===== src/rtl/ysyx_22050019_ifq.sv =====
// Instruction queue between fetch and decode: a DEPTH-entry circular FIFO of {pc, inst}
// with valid/ready toward decode, a full-stall toward fetch and a flush on redirect.
module ysyx_22050019_ifq #(
   parameter int unsigned DEPTH    = 4,
   parameter logic [31:0] NOP_INST = 32'h00000013
) (
   input  logic                       clk,
   input  logic                       rst_n,
   input  logic                       ifu_ok_i,
   input  logic [63:0]                inst_addr_i,
   input  logic [31:0]                inst_i,
   input  logic                       flush_i,
   output logic                       pc_stall_o,
   output logic                       id_valid_o,
   input  logic                       id_ready_i,
   output logic [63:0]                id_pc_o,
   output logic [31:0]                id_inst_o,
   output logic [$clog2(DEPTH):0]     count_o,
   output logic                       ovf_o
);
   localparam int unsigned AW = $clog2(DEPTH);
   localparam int unsigned CW = AW + 1;
   localparam logic [CW-1:0] FULL_CNT = CW'(DEPTH);

   logic [63:0]   pc_mem   [DEPTH];
   logic [31:0]   inst_mem [DEPTH];
   logic [AW-1:0] rp_q, rp_d;
   logic [AW-1:0] wp_q, wp_d;
   logic [CW-1:0] cnt_q, cnt_d;
   logic          ovf_q, ovf_d;
   logic          full, empty, push, pop;

   always_comb begin
      full  = (cnt_q == FULL_CNT);
      empty = (cnt_q == '0);
      push  = ifu_ok_i & ~full & ~flush_i;
      pop   = ~empty & id_ready_i & ~flush_i;
      rp_d  = rp_q;
      wp_d  = wp_q;
      cnt_d = cnt_q;
      ovf_d = ovf_q;
      if (flush_i) begin
         rp_d  = '0;
         wp_d  = '0;
         cnt_d = '0;
      end else begin
         if (push) wp_d = wp_q + AW'(1);
         if (pop)  rp_d = rp_q + AW'(1);
         if (push && !pop)      cnt_d = cnt_q + CW'(1);
         else if (pop && !push) cnt_d = cnt_q - CW'(1);
         // A fetch that ignores the stall loses its instruction; remember it for debug.
         if (ifu_ok_i && full)  ovf_d = 1'b1;
      end
   end

   always_ff @(posedge clk or negedge rst_n) begin
      if (!rst_n) begin
         rp_q  <= '0;
         wp_q  <= '0;
         cnt_q <= '0;
         ovf_q <= 1'b0;
      end else begin
         rp_q  <= rp_d;
         wp_q  <= wp_d;
         cnt_q <= cnt_d;
         ovf_q <= ovf_d;
      end
   end

   // Storage carries no reset; occupancy alone decides what is visible.
   always_ff @(posedge clk) begin
      if (push) begin
         pc_mem[wp_q]   <= inst_addr_i;
         inst_mem[wp_q] <= inst_i;
      end
   end

   assign pc_stall_o = full;
   assign id_valid_o = ~empty;
   assign id_pc_o    = empty ? 64'h0 : pc_mem[rp_q];
   assign id_inst_o  = empty ? NOP_INST : inst_mem[rp_q];
   assign count_o    = cnt_q;
   assign ovf_o      = ovf_q;
endmodule


===== config.mk =====
export PLATFORM = sky130hd
export DESIGN_NAME = ysyx_22050019_ifq
export DESIGN_NICKNAME = d
export VERILOG_FILES = /design/src/rtl/ysyx_22050019_ifq.sv
export SDC_FILE = /design/constraint.sdc
export NUM_CORES = 1
export LEC_CHECK = 0
export ABC_AREA = 1
export ABC_CLOCK_PERIOD_IN_PS = 10000
export BUFFER_PORTS_ARGS = -buffer_cell sky130_fd_sc_hd__buf_2
export CORE_MARGIN = 2
export CORE_UTILIZATION = 60
export DETAILED_ROUTE_END_ITERATION = 6
export PLACE_DENSITY_LB_ADDON = 0.15
export SYNTH_ARGS = -nofsm -noshare
export SYNTH_HDL_FRONTEND = slang
export SYNTH_SLANG_ARGS = --single-unit

===== constraint.sdc =====
create_clock -name clk -period 10 [get_ports clk]
set_input_delay 1 -clock clk [delete_from_list [all_inputs] [get_ports clk]]
set_output_delay 1 -clock clk [all_outputs]
set_load 0.005 [all_outputs]

# == Word-level counts from Yosys, hierarchy flattened ==
# Memories as Yosys holds them, arrays and structs flattened.
# Index checks and enable logic that the tools add are counted.
# word_totals
reg_bits,8
latch_bits,0
ramBits,384
rom_bits,0
inputBits,101
output_inout_bits,102
elab_cells,39
n_memories,2
# classes
addsub,4
mul,0
n_div,0
magnitude_cmp,0
n_eq_ne,1
shifts,0
mux,11
n_bitwise,7
n_reduce_logical,10
# mem_list
memory,words,word_bits,rd,rd_clocked_by_memory_dff,wr,line_no,source
pc_mem,4,64,1,0,1,25,logic [63:0] pc_mem [DEPTH];
inst_mem,4,32,1,0,1,26,logic [31:0] inst_mem [DEPTH];
# ops
cell,count
2-to-1 mux 64 bit,1
2-to-1 mux 32 bit,1
2-to-1 mux 3 bit,3
2-to-1 mux 2 bit,4
adder 2 x 1 -> 2 bit (second input constant),2
AND 1 bit,4
nonzero test 2 bit,2
adder 3 x 1 -> 3 bit (second input constant),1
equality test 3 bit (second input constant),1
logical AND 1 bit,3
logical NOT 3 bit,1
NOT 1 bit,3
nonzero test 3 bit,1
subtractor 3 x 1 -> 3 bit (second input constant),1
logical NOT 1 bit,2
2-to-1 mux 1 bit,2
AND reduction 2 bit,1

# == Depth between registers and ports, before layout ==
# depth
ltp_word,9
ltp_mapped,12
depth_no_buf,12

# == Least setup slack after synthesis ==
# Ideal clock, no wire load.
# synth_path
path_kind,input to register
startpoint,in flush_i
endpoint,mem inst_mem[0][0] (enable)
setup_time_ns,0.552
t_arrival_ns,5.244
t_required_ns,9.448
setup_slack_ns,4.204
stages,3
path_buffers,0
path_cell_list,inv_2 nand3_1 nor2_1
# synth_between
elab_chain_cells,4
# synth_lines
item,line_no,source
"start, declared",12,"input logic flush_i,"
NOT 1 bit (no line),--,
AND 1 bit,36,push = ifu_ok_i & ~full & ~flush_i;
2-to-1 mux 1 bit,72,if (push) begin
2-to-1 mux 1 bit (implied by the code),74,inst_mem[wp_q] <= inst_i;
"end, declared",26,
# No other way between the ends.

# == Final worst setup path ==
# layout_path
startpoint,reg rp_q[0]
endpoint,out id_inst_o[11]
# layout_between
elab_chain_cells,2
# layout_lines
item,line_no,source
"start, declared",27,"logic [AW-1:0] rp_q, rp_d;"
"start signal, assigned",63,rp_q <= rp_d;
memory read (4 x 32 bit),--,
2-to-1 mux 32 bit,81,assign id_inst_o = empty ? NOP_INST : inst_mem[rp_q];
"end, declared",17,"output logic [31:0] id_inst_o,"
# No other way between the ends.

==> results.md <==
* CP endpoint kind: primary output
* Clock-pin slew on the worst setup and hold paths at roughly 0.06 ns
* CTS Root Cell: clkbuf_16
* WP data arrival at ~3.5 ns
* Max clock buf depth at 3
* Footprint of the multi-input gates at between 3000 and 4000 sq um
* Synth warnings at 0
* FF-to-FF setup slack at around 7.1 ns
* # hold bufs at CTS at 0
* Peak supply drop at approximately 0.25 mV
* DR DRC count at 0
* RSZ-0062 raised after global routing: false
* Internal at between 0.003 and 0.004 W
* Vias in the first global route at between 9,000 and 10,000
* Power Total at ~0.0044 W
* NetSw at 0.00130 W
* Pin count of the biggest net entering global routing at roughly 110
* Yosys reg bits at 392
* Final HPWL DP at ~17 mm
* Clock Latency Late Sink at between 0.5 and 0.6 ns
* Comb power frac at 0.245
* Clk pwr share at 0.310
* Yosys cell types at 27
* Fin. max-slew vios at 0
* Initial Utilization at 0.615
* Via density per instance at about 5.5
* Fraction of the cycle the final worst path needs at 0.451
* Sequential Power Share at 0.444
* Crit Path Max Fanout at 97
* Layout Skew at roughly 0.015 ns
* Final WS setup at roughly 5.5 ns
* Post-DR wirelength/cell at about 18 um
* Fin. Hold Viols at 0
* Pre-CTS setup slack at between 6 and 7 ns
* Area growth from synthesis to layout at 14.7%
* Syn avg cell area at around 13 sq um
* Detail Route Antenna Nets at 0
* PortBufs at 202
* Slew @ Worst Pin at about 1.1 ns
* Htree depth at 2
* Post-cts gate resize count at 0
* Setup TNS at 0 ns
* Drt first-iter violations at 871
* Final setup vio count at 0
* Max cap viols at 0
* Startpoint types: flop
* Most common cell after layout, fill and taps aside: nor2_1
* Initial antenna violation count at 8
* Clk sinks at just under 400
* LEAKAGE at about 6.4 nW
* Required time worst endpoint at 9.00 ns
* Total GRT Usage at 0.232
* # fillers at 1,747
* Mapped Area at around 16,000 sq um
* TritonCTS clock tree: yes
* Die height at 165 um
* Syn_nets at 1,303
* Die W at around 160 um
* Final min period at between 4 and 5 ns
* Core Area at between 20,000 and 30,000 sq um
* First-pass GRT wire length at 48.0 mm
* CTS buffer count at 39
* Sw frac at 0.296
* Status: completed
* Max-slew headroom at 0.292
* Grt ovf at 0
* Post-Synthesis Cells at 1,197
* DIE AREA at around 27,000 sq um
* Nets at about 1,500
* F_max at between 200 and 250 MHz
* FF+latch area at 11,700 sq um
* RD Place Congestion at approximately 0.73
* Sequential fraction of the synthesis area at 0.756
* Hold crit path type: input port to async pin
* Post-CTS Setup Bufs at 0
* Kind of critical path: flop to primary output
* I/O pin total at 203
* Final Util at 0.705
* Vias at 9,648
* Share of cells above drive strength 1 at 0.214
* DRT Pass-1 Iters at 5
* Routed Wire Length at roughly 32 mm
* Most frequent cells in the layout: nor2_1 (385), edfxtp_1 (384), buf_2 (202)
* Power Density at 246 nW/um^2
* Row cnt at just under 60
stage by stage:
step | hold WS, ns | area [sq um] | cells
6_report | 0.321 | 17800 | 1745
5_1_grt | 0.327 | 17800 | 1742
4_1_cts | 0.311 | 17800 | 1738
3_5_place_dp | 0.479 | 16600 | 1669
3_3_place_gp | 0.459 | 16600 | 1669
2_1_floorplan | 0.468 | 15500 | 1197
synthesized netlist by cell type:
| library cell | n | area share |
|---|---|---|
| a21oi_1 | 75 | 0.024 |
| a21oi_2 | 21 | 0.012 |
| buf_1 | 3 | 0.00073 |
| buf_2 | 14 | 0.0045 |
| buf_4 | 13 | 0.0063 |
| buf_6 | 19 | 0.014 |
| clkbuf_1 | 13 | 0.0031 |
| clkbuf_2 | 12 | 0.0039 |
| dfrtp_1 | 8 | 0.013 |
| edfxtp_1 | 384 | 0.74 |
| fa_1 | 1 | 0.0013 |
| ha_1 | 4 | 0.0032 |
| inv_1 | 12 | 0.0029 |
| inv_2 | 5 | 0.0012 |
| inv_4 | 1 | 0.00040 |
| nand2_1 | 14 | 0.0034 |
| nand2_2 | 2 | 0.00081 |
| nand2_4 | 1 | 0.00073 |
| nand3_1 | 4 | 0.0013 |
| nor2_1 | 389 | 0.094 |
| nor2_2 | 2 | 0.00081 |
| nor3_1 | 1 | 0.00032 |
| o21ai_0 | 113 | 0.036 |
| o21ai_1 | 81 | 0.026 |
| o21bai_1 | 1 | 0.00048 |
| o311ai_1 | 3 | 0.0017 |
| xnor2_1 | 1 | 0.00056 |
layout make-up:
type                            count  share of cell area
Multi-Input combinational cell    713               0.182
Antenna cell                        7            0.000984
Clock buffer                       56              0.0608
Inverter                           18             0.00436
Timing Repair Buffer              216              0.0627
Tap cell                          330              0.0232
Clock inverter                     13             0.00598
Sequential cell                   392               0.660
metal layers:
layer  up-vias  wire length (um)  GRT usage
met3        49              2290     0.0527
met2       318             16400      0.403
li1       4616                 -          -
met5         -                27          0
met4         4               512     0.0735
met1      4661             13000      0.293
power by group through the flow:
stage	clock network [W]	logic [W]	registers, W
4_1_cts	0.00138	0.00109	0.00194
3_3_place_gp	0	0.00106	0.00198
6_report	0.00136	0.00107	0.00194
3_5_place_dp	0	0.00108	0.00198
2_1_floorplan	0	0.000709	0.00197
5_1_grt	0.00144	0.00120	0.00195
state kept, by name (all words and copies together), names as in the netlist:
register / count
rp_q: 2
ovf_o: 1
wp_q: 2
count_o: 3
pc_mem: 256
inst_mem: 128
logic make-up after synthesis:
kind of cell             Yosys count  share of synthesized area
AND/OR/NAND/NOR                  413                      0.101
flip-flops                       392                      0.756
AO/OA/AOI/OAI                    294                      0.101
buffers and inverters             92                     0.0368
adder cells (fa/ha/maj)            5                    0.00451
XOR/XNOR                           1                   0.000564
final timing paths:
kind / startpoint / cells after the start / endpoint
min in group clk: ovf_o / 1 / ovf_o
hold / removal: rst_n / 1 / count_o[1]
hold reg to reg: ovf_o / 1 / ovf_o
max in group asynchronous: rst_n / 1 / rp_q[1]
setup / recovery: rp_q[0] / 7 / id_inst_o[11]
setup reg to reg: count_o[2] / 5 / pc_mem[3][30]
critical path, cell delays in order, from the launching register on:
cell and delay [ns]:
dfrtp_4 0.43, buf_4 0.75, buf_4 0.95, nor2_1 0.11, nor2_1 0.13, o21ai_0 0.11
a21oi_1 0.23, buf_2 0.15
Power figures use the tool's default switching activity.
